<file path="src/rtl/uart_mmio.sv">
// uart_mmio: memory-mapped UART for the MEM stage.
// DATA register at 0xBFD003F8 and STATUS register at 0xBFD003FC.
// Contains TX/RX byte FIFOs, a TX serializer and an RX deserializer.

// Byte FIFO with an extra pointer bit that tells full apart from empty.
// Push and pop are gated internally by full/empty as seen before the edge.
module uart_mmio_fifo #(
  parameter int unsigned DEPTH = 16
) (
  input  logic       clk,
  input  logic       rst_n,
  input  logic       push_i,
  input  logic [7:0] wdata_i,
  input  logic       pop_i,
  output logic [7:0] rdata_o,
  output logic       full_o,
  output logic       empty_o
);
  localparam int unsigned AW = $clog2(DEPTH);

  logic [AW:0] wr_ptr_q, wr_ptr_d;
  logic [AW:0] rd_ptr_q, rd_ptr_d;
  logic [7:0]  mem_q [DEPTH];
  logic        do_push;
  logic        do_pop;

  // Status flags and the gated push/pop strobes.
  always_comb begin
    full_o   = (wr_ptr_q[AW] != rd_ptr_q[AW]) &&
               (wr_ptr_q[AW-1:0] == rd_ptr_q[AW-1:0]);
    empty_o  = (wr_ptr_q == rd_ptr_q);
    do_push  = push_i && !full_o;
    do_pop   = pop_i && !empty_o;
    wr_ptr_d = do_push ? wr_ptr_q + 1'b1 : wr_ptr_q;
    rd_ptr_d = do_pop  ? rd_ptr_q + 1'b1 : rd_ptr_q;
    rdata_o  = mem_q[rd_ptr_q[AW-1:0]];
  end

  // Pointer registers; wrap-around is modular in AW+1 bits.
  always_ff @(posedge clk or negedge rst_n) begin
    if (!rst_n) begin
      wr_ptr_q <= '0;
      rd_ptr_q <= '0;
    end else begin
      wr_ptr_q <= wr_ptr_d;
      rd_ptr_q <= rd_ptr_d;
    end
  end

  // Storage array; contents are don't-care while the FIFO is empty.
  always_ff @(posedge clk) begin
    if (do_push) mem_q[wr_ptr_q[AW-1:0]] <= wdata_i;
  end
endmodule

module uart_mmio #(
  parameter int unsigned CLK_FREQ   = 50000000,
  parameter int unsigned BAUD       = 9600,
  parameter int unsigned FIFO_DEPTH = 16
) (
  input  logic        clk,
  input  logic        rst,
  input  logic [31:0] MEM_dataadr,
  input  logic [31:0] MEM_wdata,
  input  logic        MEM_we,
  input  logic        MEM_oe,
  output logic [31:0] MEM_rdata,
  output logic        uart_sel,
  output logic        txd,
  input  logic        rxd
);
  localparam int unsigned DIV = CLK_FREQ / BAUD;
  localparam int unsigned CW  = $clog2(DIV);
  localparam logic [CW-1:0] BIT_LAST  = CW'(DIV - 1);
  localparam logic [CW-1:0] HALF_LAST = CW'(DIV / 2 - 1);
  localparam logic [31:0] ADDR_DATA = 32'hBFD003F8;
  localparam logic [31:0] ADDR_STAT = 32'hBFD003FC;

  typedef enum logic [1:0] {T_IDLE, T_START, T_DATA, T_STOP} tx_state_e;
  typedef enum logic [1:0] {R_IDLE, R_START, R_DATA, R_STOP} rx_state_e;

  // Bus decode
  logic is_data, is_stat, bus_wr, bus_rd, stat_rd;
  logic tx_push, rx_pop;
  logic unused_wdata;

  // FIFO interface
  logic [7:0] tx_head, rx_head;
  logic       tx_full, tx_empty, rx_full, rx_empty;
  logic       tx_pop, rx_push;

  // TX state
  tx_state_e     tx_state_q, tx_state_d;
  logic [CW-1:0] tx_cnt_q, tx_cnt_d;
  logic [2:0]    tx_bit_q, tx_bit_d;
  logic [7:0]    tx_sh_q, tx_sh_d;

  // RX state
  rx_state_e     rx_state_q, rx_state_d;
  logic [CW-1:0] rx_cnt_q, rx_cnt_d;
  logic [2:0]    rx_bit_q, rx_bit_d;
  logic [7:0]    rx_sh_q, rx_sh_d;
  logic [1:0]    sync_q;
  logic          rxs;
  logic          ovr_q, ovr_d, ovr_set;

  assign unused_wdata = ^MEM_wdata[31:8];
  assign rxs          = sync_q[1];

  // Address decode, access qualification and combinational read data.
  always_comb begin
    is_data   = (MEM_dataadr == ADDR_DATA);
    is_stat   = (MEM_dataadr == ADDR_STAT);
    uart_sel  = is_data || is_stat;
    bus_wr    = uart_sel && MEM_we;
    // A cycle with both strobes high is a write only.
    bus_rd    = uart_sel && MEM_oe && !MEM_we;
    stat_rd   = bus_rd && is_stat;
    tx_push   = bus_wr && is_data;
    rx_pop    = bus_rd && is_data;
    MEM_rdata = '0;
    if (bus_rd && is_data && !rx_empty) begin
      MEM_rdata = {24'b0, rx_head};
    end else if (stat_rd) begin
      MEM_rdata = {29'b0, ovr_q, !rx_empty, !tx_full};
    end
  end

  uart_mmio_fifo #(.DEPTH(FIFO_DEPTH)) u_tx_fifo (
    .clk    (clk),
    .rst_n  (rst),
    .push_i (tx_push),
    .wdata_i(MEM_wdata[7:0]),
    .pop_i  (tx_pop),
    .rdata_o(tx_head),
    .full_o (tx_full),
    .empty_o(tx_empty)
  );

  uart_mmio_fifo #(.DEPTH(FIFO_DEPTH)) u_rx_fifo (
    .clk    (clk),
    .rst_n  (rst),
    .push_i (rx_push),
    .wdata_i(rx_sh_q),
    .pop_i  (rx_pop),
    .rdata_o(rx_head),
    .full_o (rx_full),
    .empty_o(rx_empty)
  );

  // TX next-state: load from FIFO, then start, 8 data bits LSB first, stop.
  always_comb begin
    tx_state_d = tx_state_q;
    tx_cnt_d   = tx_cnt_q;
    tx_bit_d   = tx_bit_q;
    tx_sh_d    = tx_sh_q;
    tx_pop     = 1'b0;
    case (tx_state_q)
      T_IDLE: begin
        if (!tx_empty) begin
          tx_pop     = 1'b1;
          tx_sh_d    = tx_head;
          tx_cnt_d   = '0;
          tx_bit_d   = '0;
          tx_state_d = T_START;
        end
      end
      T_START: begin
        if (tx_cnt_q == BIT_LAST) begin
          tx_cnt_d   = '0;
          tx_state_d = T_DATA;
        end else begin
          tx_cnt_d = tx_cnt_q + CW'(1);
        end
      end
      T_DATA: begin
        if (tx_cnt_q == BIT_LAST) begin
          tx_cnt_d = '0;
          tx_sh_d  = {1'b0, tx_sh_q[7:1]};
          if (tx_bit_q == 3'd7) begin
            tx_state_d = T_STOP;
          end else begin
            tx_bit_d = tx_bit_q + 3'd1;
          end
        end else begin
          tx_cnt_d = tx_cnt_q + CW'(1);
        end
      end
      T_STOP: begin
        if (tx_cnt_q == BIT_LAST) begin
          tx_cnt_d   = '0;
          tx_state_d = T_IDLE;
        end else begin
          tx_cnt_d = tx_cnt_q + CW'(1);
        end
      end
      default: tx_state_d = T_IDLE;
    endcase
  end

  // Line level decoded from TX state so reset forces idle-high at once.
  always_comb begin
    txd = 1'b1;
    if (tx_state_q == T_START)     txd = 1'b0;
    else if (tx_state_q == T_DATA) txd = tx_sh_q[0];
  end

  // TX state registers.
  always_ff @(posedge clk or negedge rst) begin
    if (!rst) begin
      tx_state_q <= T_IDLE;
      tx_cnt_q   <= '0;
      tx_bit_q   <= '0;
      tx_sh_q    <= '0;
    end else begin
      tx_state_q <= tx_state_d;
      tx_cnt_q   <= tx_cnt_d;
      tx_bit_q   <= tx_bit_d;
      tx_sh_q    <= tx_sh_d;
    end
  end

  // RX next-state: mid-start glitch check, 8 mid-bit samples, stop check.
  always_comb begin
    rx_state_d = rx_state_q;
    rx_cnt_d   = rx_cnt_q;
    rx_bit_d   = rx_bit_q;
    rx_sh_d    = rx_sh_q;
    rx_push    = 1'b0;
    ovr_set    = 1'b0;
    case (rx_state_q)
      R_IDLE: begin
        if (!rxs) begin
          rx_cnt_d   = '0;
          rx_state_d = R_START;
        end
      end
      R_START: begin
        if (rx_cnt_q == HALF_LAST) begin
          rx_cnt_d   = '0;
          rx_bit_d   = '0;
          rx_state_d = rxs ? R_IDLE : R_DATA;
        end else begin
          rx_cnt_d = rx_cnt_q + CW'(1);
        end
      end
      R_DATA: begin
        if (rx_cnt_q == BIT_LAST) begin
          rx_cnt_d = '0;
          rx_sh_d  = {rxs, rx_sh_q[7:1]};
          if (rx_bit_q == 3'd7) begin
            rx_state_d = R_STOP;
          end else begin
            rx_bit_d = rx_bit_q + 3'd1;
          end
        end else begin
          rx_cnt_d = rx_cnt_q + CW'(1);
        end
      end
      R_STOP: begin
        if (rx_cnt_q == BIT_LAST) begin
          rx_cnt_d   = '0;
          rx_state_d = R_IDLE;
          if (rxs) begin
            if (!rx_full) rx_push = 1'b1;
            else          ovr_set = 1'b1;
          end
        end else begin
          rx_cnt_d = rx_cnt_q + CW'(1);
        end
      end
      default: rx_state_d = R_IDLE;
    endcase
  end

  // Overrun: a STATUS read clears it, a same-cycle overrun wins.
  always_comb begin
    ovr_d = ovr_q;
    if (stat_rd) ovr_d = 1'b0;
    if (ovr_set) ovr_d = 1'b1;
  end

  // RX synchronizer, RX state registers and overrun flag.
  always_ff @(posedge clk or negedge rst) begin
    if (!rst) begin
      sync_q     <= 2'b11;
      rx_state_q <= R_IDLE;
      rx_cnt_q   <= '0;
      rx_bit_q   <= '0;
      rx_sh_q    <= '0;
      ovr_q      <= 1'b0;
    end else begin
      sync_q     <= {sync_q[0], rxd};
      rx_state_q <= rx_state_d;
      rx_cnt_q   <= rx_cnt_d;
      rx_bit_q   <= rx_bit_d;
      rx_sh_q    <= rx_sh_d;
      ovr_q      <= ovr_d;
    end
  end
endmodule

</file>
<file path="config.mk">
export PLATFORM = sky130hd
export DESIGN_NAME = uart_mmio
export DESIGN_NICKNAME = d
export VERILOG_FILES = /design/src/rtl/uart_mmio.sv
export SDC_FILE = /design/constraint.sdc
export NUM_CORES = 1
export LEC_CHECK = 0
export BUFFER_PORTS_ARGS = -buffer_cell sky130_fd_sc_hd__buf_2
export CORE_MARGIN = 2
export CORE_UTILIZATION = 55
export DETAILED_ROUTE_END_ITERATION = 16
export PLACE_DENSITY = 0.74
export SLEW_MARGIN = 20
export SYNTH_ARGS = -nofsm -noshare
export SYNTH_HDL_FRONTEND = slang
export SYNTH_SLANG_ARGS = --single-unit
</file>
<file path="constraint.sdc">
create_clock -name clk -period 6.23 [get_ports clk]
set_input_delay 0.9345 -clock clk [delete_from_list [all_inputs] [get_ports clk]]
set_output_delay 0.9345 -clock clk [all_outputs]
set_load 0.1 [all_outputs]
</file>
==> results of run 1 <==
stage by stage:
| step | power, mW | hold slack (ns) |
|---|---|---|
| after floorplan | 2.54 | 0.345 |
| after global placement | 2.57 | 0.347 |
| after detailed placement | 2.57 | 0.352 |
| after CTS | 4.51 | 0.303 |
| after global routing | 4.60 | 0.318 |
| final | 4.47 | 0.301 |
path summary, 6_finish.rpt:
kind                                        from                     to  slack (ns)  depth (start not counted)
max                              MEM_dataadr[17]           MEM_rdata[0]        1.68                          7
min                                          rst  u_rx_fifo.rd_ptr_q[3]        0.30                          1
max reg2reg                u_tx_fifo.rd_ptr_q[1]  u_tx_fifo.mem_q[9][7]        3.09                          6
min reg2reg                            sync_q[0]              sync_q[1]        0.36                          0
max in group asynchronous                    rst  u_tx_fifo.rd_ptr_q[1]        4.88                          2
min in group clk                       sync_q[0]              sync_q[1]        0.36                          0
synthesized netlist by cell type, drive strengths merged, types with 4 or more instances:
cell type,count,area [um2]
a21o,7,52.6
nor3b,6,55.1
edfxtp,256,7690
nand2b,5,31.3
and2,15,93.8
nand4,10,62.6
xor2,11,96.3
nor4,8,50.1
xnor2,18,158
buf,34,230
o22ai,5,31.3
nor2,30,113
dfrtp,73,1830
clkbuf,28,105
o221ai,7,61.3
nor2b,15,93.8
a31oi,4,25.0
nand3,13,65.1
and3,12,75.1
ha,21,263
a2bb2oi,7,61.3
o21ai,24,120
and4b,4,40.0
mux2,22,251
mux4,63,1420
inv,20,75.1
nor3,12,76.3
o2bb2ai,4,35.0
mux2i,21,210
a21oi,13,65.1
nor4bb,6,60.1
nand2,30,113
a22oi,7,52.6
o31ai,7,57.6
metal layers:
| metal | part of all wire, % | vias to the layer above | track usage (%) |
|---|---|---|---|
| li1 | - | 3452 | - |
| met1 | 43 | 3861 | 29.4 |
| met2 | 50 | 198 | 34.4 |
| met3 | 4.8 | 46 | 3.04 |
| met4 | 2.3 | 0 | 5.85 |
| met5 | 0 | - | 0 |
power groups by stage:
stage,clock network [mW],logic (mW),registers (mW)
2_1_floorplan,0,0.117,2.42
3_3_place_gp,0,0.149,2.42
3_5_place_dp,0,0.152,2.42
4_1_cts,1.99,0.152,2.38
5_1_grt,2.06,0.163,2.38
6_report,1.94,0.151,2.38
layout make-up:
cell class,instances,share of cell area [%]
sequential,331,60.5
multi-input combinational,467,27.4
clock buffer,42,5.71
tap,330,2.61
timing repair buffer,65,2.25
clock inverter,17,1.05
inverter,20,0.475
state kept, by name (all words and copies together) (netlist names), 3 cells and up, named ones only:
signal and count:
tx_sh_q 8, u_rx_fifo.rd_ptr_q 5, u_tx_fifo.mem_q 128, rx_cnt_q 13, u_tx_fifo.wr_ptr_q 5, u_rx_fifo.wr_ptr_q 5, u_tx_fifo.rd_ptr_q 5, rx_sh_q 8
u_rx_fifo.mem_q 128, rx_bit_q 3, tx_cnt_q 13, tx_bit_q 3
worst register-to-register path, delay by kind of cell, from the launching register on:
family,cells,cell delay (ns)
simple gates,3,1.03
buf+inv,1,0.55
flops,1,0.34
xor+xnor,1,0.20
compound gates,1,0.67
kinds of logic (layout without fill, tap and decap cells):
family	count (synthesis)	in the layout	synth area share, %
flops	331	331	67.3
simple gates	183	183	7.79
mux	106	106	13.2
compound gates	104	104	5.14
buf+inv	82	144	2.89
xor+xnor	29	29	1.79
fa+ha+maj	21	21	1.85
other cells	1	24	0.0264
==> summary.txt, run 1 <==
Run status
  – Status: finished clean

Worst hold path
  – Hold WC Path Type: in2async

Die
  – Die X: 165 um
  – Row Count: 58
  – I/O pin count: 103
  – Die span in y: roughly 160 um
  – Die area: 0.0271 mm2
  – Starting density of the core: 56.3%
  – Core Region: 0.0253 mm2

Clock network
  – CTS Hold Buffers Added: 0
  – Longest Clk Path Bufs: 3
  – PostCTS Resize Cnt: 0
  – Setup Buffers After CTS: 0
  – CTS Buf Count: 34
  – Htree depth: 2
  – Root buffer cell: clkbuf_16
  – Num Clock Sinks: 331
  – CTS tree: done
  – Reg clk slew, reported paths: around 0.06 ns
  – Worst-Skew Late Latency: 0.50 ns

Final layout
  – Area growth, synth to finish: 11.2%
  – Antenna Cells: 0
  – Most common cell after layout, fill and taps aside: edfxtp_1
  – Final net count: 1009
  – Util after Layout: 62.6%
  – Most frequent cells in the layout: edfxtp_1 (256), dfrtp_1 (70), mux4_2 (63)
  – Multi-input logic area: 0.00433 mm2
  – Fillers: 1798
  – Layout Cells excl Fill: 1272
  – Layout cell share with drive strength beyond 1: roughly 23%
  – Final instance area: 0.0158 mm2
  – Register area: 0.00957 mm2

GRT
  – Grt ovf: 0
  – Largest net degree at the start of global routing: 57
  – GRT Total Usage: 20.8%
  – Number of global-route vias before repair: 7470
  – First-pass GRT wire length: ~42 mm
  – Antenna violations before repair: 0

Routing
  – DRT Wirelength: 27.4 mm
  – Pre-antenna DRT Iters: 5
  – Iteration-0 DRC Markers: 566
  – Vias per cell: 5.94
  – Final ANT Viol Nets: 0
  – Via count: 7557
  – # DRC: 0
  – WL/cell: 21.5 um

Worst setup path
  – CP Launch Type: primary input
  – Critical path's top delay family: simple AND/OR/NAND/NOR gates
  – Critical path data arrival time: 3.62 ns
  – Crit end category: output port
  – Top cell by count, worst path: buf_2
  – Crit-path cells: buf_2 -> or4b_1 -> or4_4 -> nor4b_4 -> nand3b_4 -> o22ai_1 -> buf_2
  – Max stage delay cell, worst path: or4_4
  – Worst stage delay on the critical path: 0.58 ns
  – Crit path kind: in2out
  – Worst EP required: 5.30 ns
  – CP max FO: 9
  – CP bufs+invs: 2

Yosys
  – Post-Syn Area: 0.0142 mm2
  – Sequential element share of the synthesized area: between 60% and 70%
  – Yosys Warn Count: 0
  – Asr flop ratio synth: 22.7%
  – Post-synth top flop: edfxtp_1
  – Cell variety after synth: 70
  – Cell count after synthesis: 857
  – Post-synth EDFFs: 256
  – FF+latch count, synth: ~330
  – Avg Cell Area, Syn: 16.6 um2

Power and ir drop
  – Switching power: 0.914 mW
  – Pleak: about 5.4 nW
  – Clock share of power: 43.5%
  – Internal Power: 3.56 mW
  – Sequential power share: 53.1%
  – VDD IR-drop max: ~0.00025 V
  – Sw frac: 20.4%
  – Logic pwr share: 3.4%
  – Pwr Density: 283 mW/mm2

STA
  – Final hold violation count: 0
  – Fmax: roughly 220 MHz
  – Final critical-path share of the clock period: 73.0%
  – Worst rel slew slack: 34.9%
  – Setup ws final: 1.68 ns
  – Final worst path period need: 4.55 ns
  – Worst-margin pin slew: 0.973 ns
  – Clk_skew: around 0.014 ns
  – Fin. max-slew vios: 0
  – Setup TNS: 0 ns
  – RSZ-0062 raised after global routing: no
  – Count of final setup violators: 0

Run
  – Number of max-cap violations: 0

Placement
  – DP Wirelength: 17.2 mm
  – GP Congestion: 0.785
  – # placed instances: 1213
  – # port buffers: 54
  – Placed inst area: ~0.015 mm2
  – Place WS: 1.64 ns
No activity file was read; power rests on OpenSTA's default activity.
==> run 2: changes to the inputs <==
- ABC_AREA: unset -> 1
- PLACE_DENSITY: 0.74 -> 0.76
- clock period: 6.23 -> 4.05 ns (I/O delays scaled with it)
==> run 2 against run 1 <==
Net effect: critical path depth up 4; worst hold slack worse by 0.17 ns; via count up 46%; first-iteration DRC count up 93%; die area up 7.7%; count of clock-buffer cells in the layout up 3; critical endpoint is now MEM_rdata[1].
==> summary.txt, run 2 <==
Run status
  – Status: finished clean

Placement
  – Placed inst area: 0.0160 mm2 (+8.3%)
  – # placed instances: 1975 (+63%)
  – GP Congestion: 0.852 (+8.6%)
  – Place WS: 0.964 ns (-0.674 ns)
  – # port buffers: 54 (unchanged)
  – DP Wirelength: 20.6 mm (+20%)

STA
  – Worst rel slew slack: 45.4% (+11 points)
  – RSZ-0062 raised after global routing: no
  – Clk_skew: 0.0194 ns (+0.00547 ns)
  – Final critical-path share of the clock period: 90.8%
  – Final worst path period need: 3.68 ns
  – Worst-margin pin slew: 0.816 ns (-0.157 ns)
  – Count of final setup violators: 0 (unchanged)
  – Setup TNS: 0 ns (unchanged)
  – Fin. max-slew vios: 0 (unchanged)
  – Final hold violation count: 0 (unchanged)
  – Fmax: 272 MHz
  – Setup ws final: 0.373 ns (-1.31 ns)

Power and ir drop
  – Pleak: 6.73 nW (+26%)
  – VDD IR-drop max: 0.000362 V (+43%)
  – Pwr Density: 401 mW/mm2 (+42%)

Yosys
  – Cell count after synthesis: 1579 (+84%)
  – Post-Syn Area: 0.0153 mm2 (+7.9%)
  – Synth cell count leaders: nand2_1 (399), edfxtp_1 (256), nor2_1 (250)
  – Share of the synthesized area in the top cell type: 50.1% (-4.0 points)
  – Post-synth top flop: edfxtp_1
  – Ranking of synthesized cells by area: edfxtp_1 (50%), dfrtp_1 (12%), nand2_1 (9.8%)
  – Asr flop ratio synth: 22.7% (unchanged)
  – Avg Cell Area, Syn: 9.71 um2 (-41%)
  – Cell variety after synth: 37 (-47%)
  – Most frequent cell after synthesis: nand2_1
  – Area leader, netlist: edfxtp_1
  – Post-synth EDFFs: 256 (unchanged)
  – Yosys Warn Count: 0 (unchanged)
  – FF+latch count, synth: 331 (unchanged)
  – Sequential element share of the synthesized area: 62.4% (-4.9 points)

Clock network
  – CTS Hold Buffers Added: 0 (unchanged)
  – Longest Clk Path Bufs: 3 (unchanged)
  – Setup Buffers After CTS: 0 (unchanged)
  – Root buffer cell: clkbuf_16
  – PostCTS Resize Cnt: 0 (unchanged)
  – CTS Buf Count: 35 (+2.9%)
  – Num Clock Sinks: 331 (unchanged)
  – Reg clk slew, reported paths: 0.06 ns (about the same)
  – Worst-Skew Late Latency: 0.52 ns (+0.02 ns)
  – Htree depth: 2 (unchanged)
  – CTS tree: done

Final layout
  – Most frequent cells in the layout: nand2_1 (399), edfxtp_1 (256), nor2_1 (250)
  – Final net count: 1724 (+71%)
  – Most common cell after layout, fill and taps aside: nand2_1
  – Area growth, synth to finish: 11.2% (about the same)
  – Final instance area: 0.0171 mm2 (+7.9%)
  – Fillers: 2190 (+22%)
  – Antenna Cells: 0 (unchanged)
  – Util after Layout: 61.7% (-0.88 points)
  – Layout cell share with drive strength beyond 1: 9.63% (-13 points)
  – Layout Cells excl Fill: 2039 (+60%)

Worst setup path
  – Crit path kind: reg2out
  – CP max FO: 35 (+26)
  – FF-to-FF Start: u_rx_fifo.rd_ptr_q[0]
  – R2R depth: 9 (+3)
  – Critical path data arrival time: 3.07 ns (-0.55 ns)
  – CP Launch Type: flop
  – Worst EP required: 3.44 ns (-1.86 ns)
  – RR Endpoint: u_rx_fifo.mem_q[4][0]
  – Crit end category: output port
  – R2r setup slk: 1.18 ns (-1.91 ns)

Die
  – Die X: 171 um (+3.8%)
  – Die area: 0.0292 mm2 (+7.7%)
  – I/O pin count: 103 (unchanged)
  – Row Count: 61 (+5.2%)
  – Starting density of the core: 55.5% (-0.78 points)
  – Core Region: 0.0276 mm2 (+9.4%)
  – Die span in y: 171 um (+3.8%)

Routing
  – Pre-antenna DRT Iters: 7 (+2)
  – WL/cell: 15.8 um (-27%)
  – Iteration-0 DRC Markers: 1090 (+93%)
  – Via count: 11000 (+46%)
  – Vias per cell: 5.40 (-9.2%)
  – Final ANT Viol Nets: 0 (unchanged)
  – # DRC: 0 (unchanged)
  – DRT Wirelength: 32.2 mm (+18%)

GRT
  – Number of global-route vias before repair: 10400 (+40%)
  – GRT Total Usage: 22.6% (+1.8 points)
  – First-pass GRT wire length: 52.3 mm (+23%)
  – Grt ovf: 0 (unchanged)
  – Largest net degree at the start of global routing: 66 (+16%)
  – Antenna violations before repair: 0 (unchanged)

Worst hold path
  – Hold WC Path Type: in2async

Run
  – Number of max-cap violations: 0 (unchanged)
## run 2: changes by cell type after synthesis, sizes merged, moves of 18 or more
cell   previous run  this run
nor2             30       258
inv              20       103
mux2             22         0
mux2i            21         0
nand3            13       144
buf              34        63
a21oi            13        43
mux4             63         0
o21ai            24       107
nand2            30       406
nand4            10        28
## run 2: area by class of cell
cell class,instances,area [um2],area share [%]
Inverter,106,398,2.33
Tap cell,378,473,2.77
Sequential cell,331,9570,56.1
Multi-Input combinational cell,1085,4980,29.2
Clock inverter,19,158,0.925
Clock buffer,45,935,5.48
Timing Repair Buffer,75,536,3.14
## run 2: metrics by stage
stage / total power [mW] / hold WS (ns)
floorplan: 3.84 / 0.312
global placement: 3.88 / 0.347
detailed placement: 3.89 / 0.356
CTS: 6.89 / 0.148
global route: 7.02 / 0.174
finish: 6.84 / 0.133
## run 2: how the worst max path moves through the flow
stage	from	endpoint	slack, ns	depth (start not counted)
after floorplan	MEM_dataadr[1]	MEM_rdata[3]	0.71	8
after global placement	u_rx_fifo.rd_ptr_q[0]	MEM_rdata[1]	1.0	10
after detailed placement	u_rx_fifo.rd_ptr_q[0]	MEM_rdata[1]	0.96	11
after CTS	u_rx_fifo.rd_ptr_q[0]	MEM_rdata[1]	0.40	11
after global routing	u_rx_fifo.rd_ptr_q[0]	MEM_rdata[1]	0.21	10
final	u_rx_fifo.rd_ptr_q[0]	MEM_rdata[1]	0.37	11
## run 2: routing by layer
metal / track usage, % / part of all wire [%]
met2: 38.4 / 50
met3: 3.31 / 6.7
met1: 30.1 / 41
met5: 0 / 0
met4: 7.48 / 2.3
## run 2: worst max-delay path, stage by stage, from the launching register on
cell and delay (ns):
dfrtp_2 0.67, inv_2 0.39, buf_4 0.34, o21ai_0 0.14, nand2_1 0.10, nand2_1 0.08, nand2_1 0.09, inv_1 0.06
nand2_1 0.09, nand2_1 0.07, nand2_1 0.08, buf_2 0.43
## run 2: power by group
part | switching, mW | internal [mW] | total [mW]
Sequential | 0.00122 | 3.64 | 3.64
Combinational | 0.150 | 0.0221 | 0.173
Clock | 1.25 | 1.77 | 3.02
Total | 1.40 | 5.43 | 6.84
## run 2: logic make-up after synthesis
group	Yosys count	synth area share (%)
simple gates	854	23.4
flops	331	62.4
buf+inv	186	5.71
compound gates	165	5.60
xor+xnor	21	1.20
fa+ha+maj	21	1.71
other cells	1	0.0244
==> run 3: changes to the inputs <==
--- a/config.mk
+++ b/config.mk
@@ -9,3 +9,3 @@
 export BUFFER_PORTS_ARGS = -buffer_cell sky130_fd_sc_hd__buf_2
-export CORE_MARGIN = 2
+export CAP_MARGIN = 0
 export CORE_UTILIZATION = 55
--- a/constraint.sdc
+++ b/constraint.sdc
@@ -3,2 +3,2 @@
 set_output_delay 0.6075 -clock clk [all_outputs]
-set_load 0.1 [all_outputs]
+set_load 0.005 [all_outputs]
==> run 3 against run 2 <==
Net effect: design area decreased by 0.56%; highest routed layer unchanged; critical path type unchanged; fmax is 6.5% higher; worst setup slack better by 0.22 ns; sequential cell count stayed put; via count is 0.46% higher; die area decreased by 2.3%; critical endpoint is now MEM_rdata[4].
==> summary.txt, run 3 (synthesis results as in run 2) <==
GRT
  – GR peak layer: met2
  – Grt ovf: 0 (unchanged)
  – Largest net degree at the start of global routing: 76 (+15%)
  – First-pass GRT wire length: 52.3 mm (about the same)
  – Number of global-route vias before repair: 10500 (+0.82%)
  – GRT Total Usage: 23.3% (+0.65 points)
  – Antenna violations before repair: 0 (unchanged)
  – Met3 Usage GRT: 3.34% (+0.036 points)
  – GRT met1 Usage: 29.3% (-0.78 points)
  – GR Layer Usage met2: 41.3% (+2.8 points)

Power and ir drop
  – Pwr Density: 416 mW/mm2 (+3.8%)
  – Pleak: 6.71 nW (-0.36%)
  – VDD IR-drop max: 0.000384 V (+5.9%)

STA
  – Fin. max-slew vios: 0 (unchanged)
  – Worst-margin pin slew: 0.962 ns (+0.146 ns)
  – Setup ws final: 0.598 ns (+0.225 ns)
  – Fmax: 290 MHz (+6.5%)
  – Final worst path period need: 3.45 ns (-0.225 ns)
  – Final critical-path share of the clock period: 85.2% (-5.5 points)
  – Clk_skew: 0.0168 ns (-0.00261 ns)
  – Final hold violation count: 0 (unchanged)
  – Hold_ws: 0.182 ns (+0.0483 ns)
  – RSZ-0062 raised after global routing: no
  – Setup TNS: 0 ns (unchanged)
  – Worst rel slew slack: 35.9% (-9.5 points)
  – Count of final setup violators: 0 (unchanged)

Die
  – Core Region: 0.0272 mm2 (-1.6%)
  – I/O pin count: 103 (unchanged)
  – Die span in y: 169 um (-1.2%)
  – Row Count: 60 (-1.6%)
  – Die X: 169 um (-1.2%)
  – Starting density of the core: 56.4% (+0.93 points)
  – Die area: 0.0286 mm2 (-2.3%)

Clock network
  – Reg clk slew, reported paths: 0.06 ns (about the same)
  – Root buffer cell: clkbuf_16
  – CTS tree: done
  – CTS Buf Count: 36 (+2.9%)
  – CTS Hold Buffers Added: 0 (unchanged)
  – Num Clock Sinks: 331 (unchanged)
  – PostCTS Resize Cnt: 0 (unchanged)
  – Setup Buffers After CTS: 0 (unchanged)
  – Worst-Skew Late Latency: 0.52 ns (about the same)
  – Htree depth: 2 (unchanged)
  – Longest Clk Path Bufs: 3 (unchanged)

Routing
  – DRT Wirelength: 33.0 mm (+2.5%)
  – Vias per cell: 5.47 (+1.4%)
  – Iteration-0 DRC Markers: 1029 (-5.6%)
  – Pre-antenna DRT Iters: 5 (-2)
  – WL/cell: 16.3 um (+3.4%)
  – # DRC: 0 (unchanged)
  – Via count: 11100 (+0.46%)
  – Final ANT Viol Nets: 0 (unchanged)

Worst setup path
  – CP bufs+invs: 1 (-3)
  – WP depth: 9 (-2)
  – CP Launch Type: flop
  – Top cell by count, worst path: nand2_1
  – Critical path data arrival time: 2.84 ns (-0.23 ns)
  – CP max FO: 20 (-43%)
  – R2R depth: 9 (unchanged)
  – Worst stage delay on the critical path: 0.93 ns (+0.26 ns)
  – Crit-path cells: nand2_1 -> nand2_1 -> nor2_1 -> nand3_2 -> nand2_1 -> nor2_2 -> nand2_1 -> nor2_1 -> buf_2
  – Max stage delay cell, worst path: dfrtp_1
  – Worst EP required: 3.44 ns (about the same)
  – Crit path kind: reg2out
  – Critical path's top delay family: simple AND/OR/NAND/NOR gates
  – Crit end category: output port

Final layout
  – Most common cell after layout, fill and taps aside: nand2_1
  – Most frequent cells in the layout: nand2_1 (399), edfxtp_1 (256), nor2_1 (250)
  – Util after Layout: 62.4% (+0.68 points)
  – Layout cell share with drive strength beyond 1: 9.28% (-0.35 points)
  – Antenna Cells: 0 (unchanged)
  – Final net count: 1713 (-0.64%)
  – Area growth, synth to finish: 10.5%

Run status
  – Status: finished clean

Worst hold path
  – Hold path cells: 1
  – Hold WC Path Type: in2reg

Placement
  – DP Wirelength: 20.2 mm (-2.1%)
  – Place WS: 1.21 ns (+0.249 ns)
  – GP Congestion: 0.853 (about the same)
  – # port buffers: 54 (unchanged)

Run
  – Number of max-cap violations: 0 (unchanged)
-- run 3: metrics by stage --
| stage | cells | power (mW) | area [um2] |
|---|---|---|---|
| 6_report | 2020 | 7.06 | 17000 |
| 3_3_place_gp | 1957 | 3.79 | 15800 |
| 5_1_grt | 2020 | 7.23 | 17000 |
| 3_5_place_dp | 1957 | 3.79 | 15800 |
| 2_1_floorplan | 1602 | 3.75 | 15400 |
| 4_1_cts | 2020 | 7.09 | 17000 |
-- run 3: path summary, 6_finish.rpt --
path | to | slack, ns | start
max in group asynchronous | u_rx_fifo.rd_ptr_q[0] | 3.13 | rst
worst max-delay path | MEM_rdata[4] | 0.60 | u_rx_fifo.rd_ptr_q[1]
min in group asynchronous | rx_cnt_q[4] | 0.24 | rst
worst min register to register | sync_q[1] | 0.38 | sync_q[0]
worst min-delay path | sync_q[0] | 0.18 | rxd
worst max register to register | u_tx_fifo.mem_q[9][3] | 1.21 | u_tx_fifo.rd_ptr_q[2]
-- run 3: final cells by class --
cell class                      count  area (um2)
Fill cell                        2152       10200
Sequential cell                   331        9570
Multi-Input combinational cell   1085        4980
Clock buffer                       45         966
Tap cell                          372         465
Inverter                          106         398
Timing Repair Buffer               63         340
Clock inverter                     18         234
-- run 3: power breakdown --
part / internal (mW) / switching [mW]
clock network: 2.02 / 1.31
logic: 0.0214 / 0.0582
registers: 3.64 / 0.00122
-- run 3: worst register-to-register path, cell delays in order (launching register included) --
cell and delay [ns]:
dfrtp_1 0.56, inv_2 0.28, nand2_1 0.08, nand2_1 0.11, nor2_4 0.06, nand3b_1 0.15
nand2_1 0.11, nor2_4 0.20, nand2_1 0.19, nor2_1 0.71
-- run 3: per-layer routing --
layer	part of all wire, %	wire [um]	vias to the layer above
li1	-	-	5337
met1	40	13300	5276
met2	51	16900	381
met3	6.2	2030	61
met4	2.5	823	0
met5	0	0	-
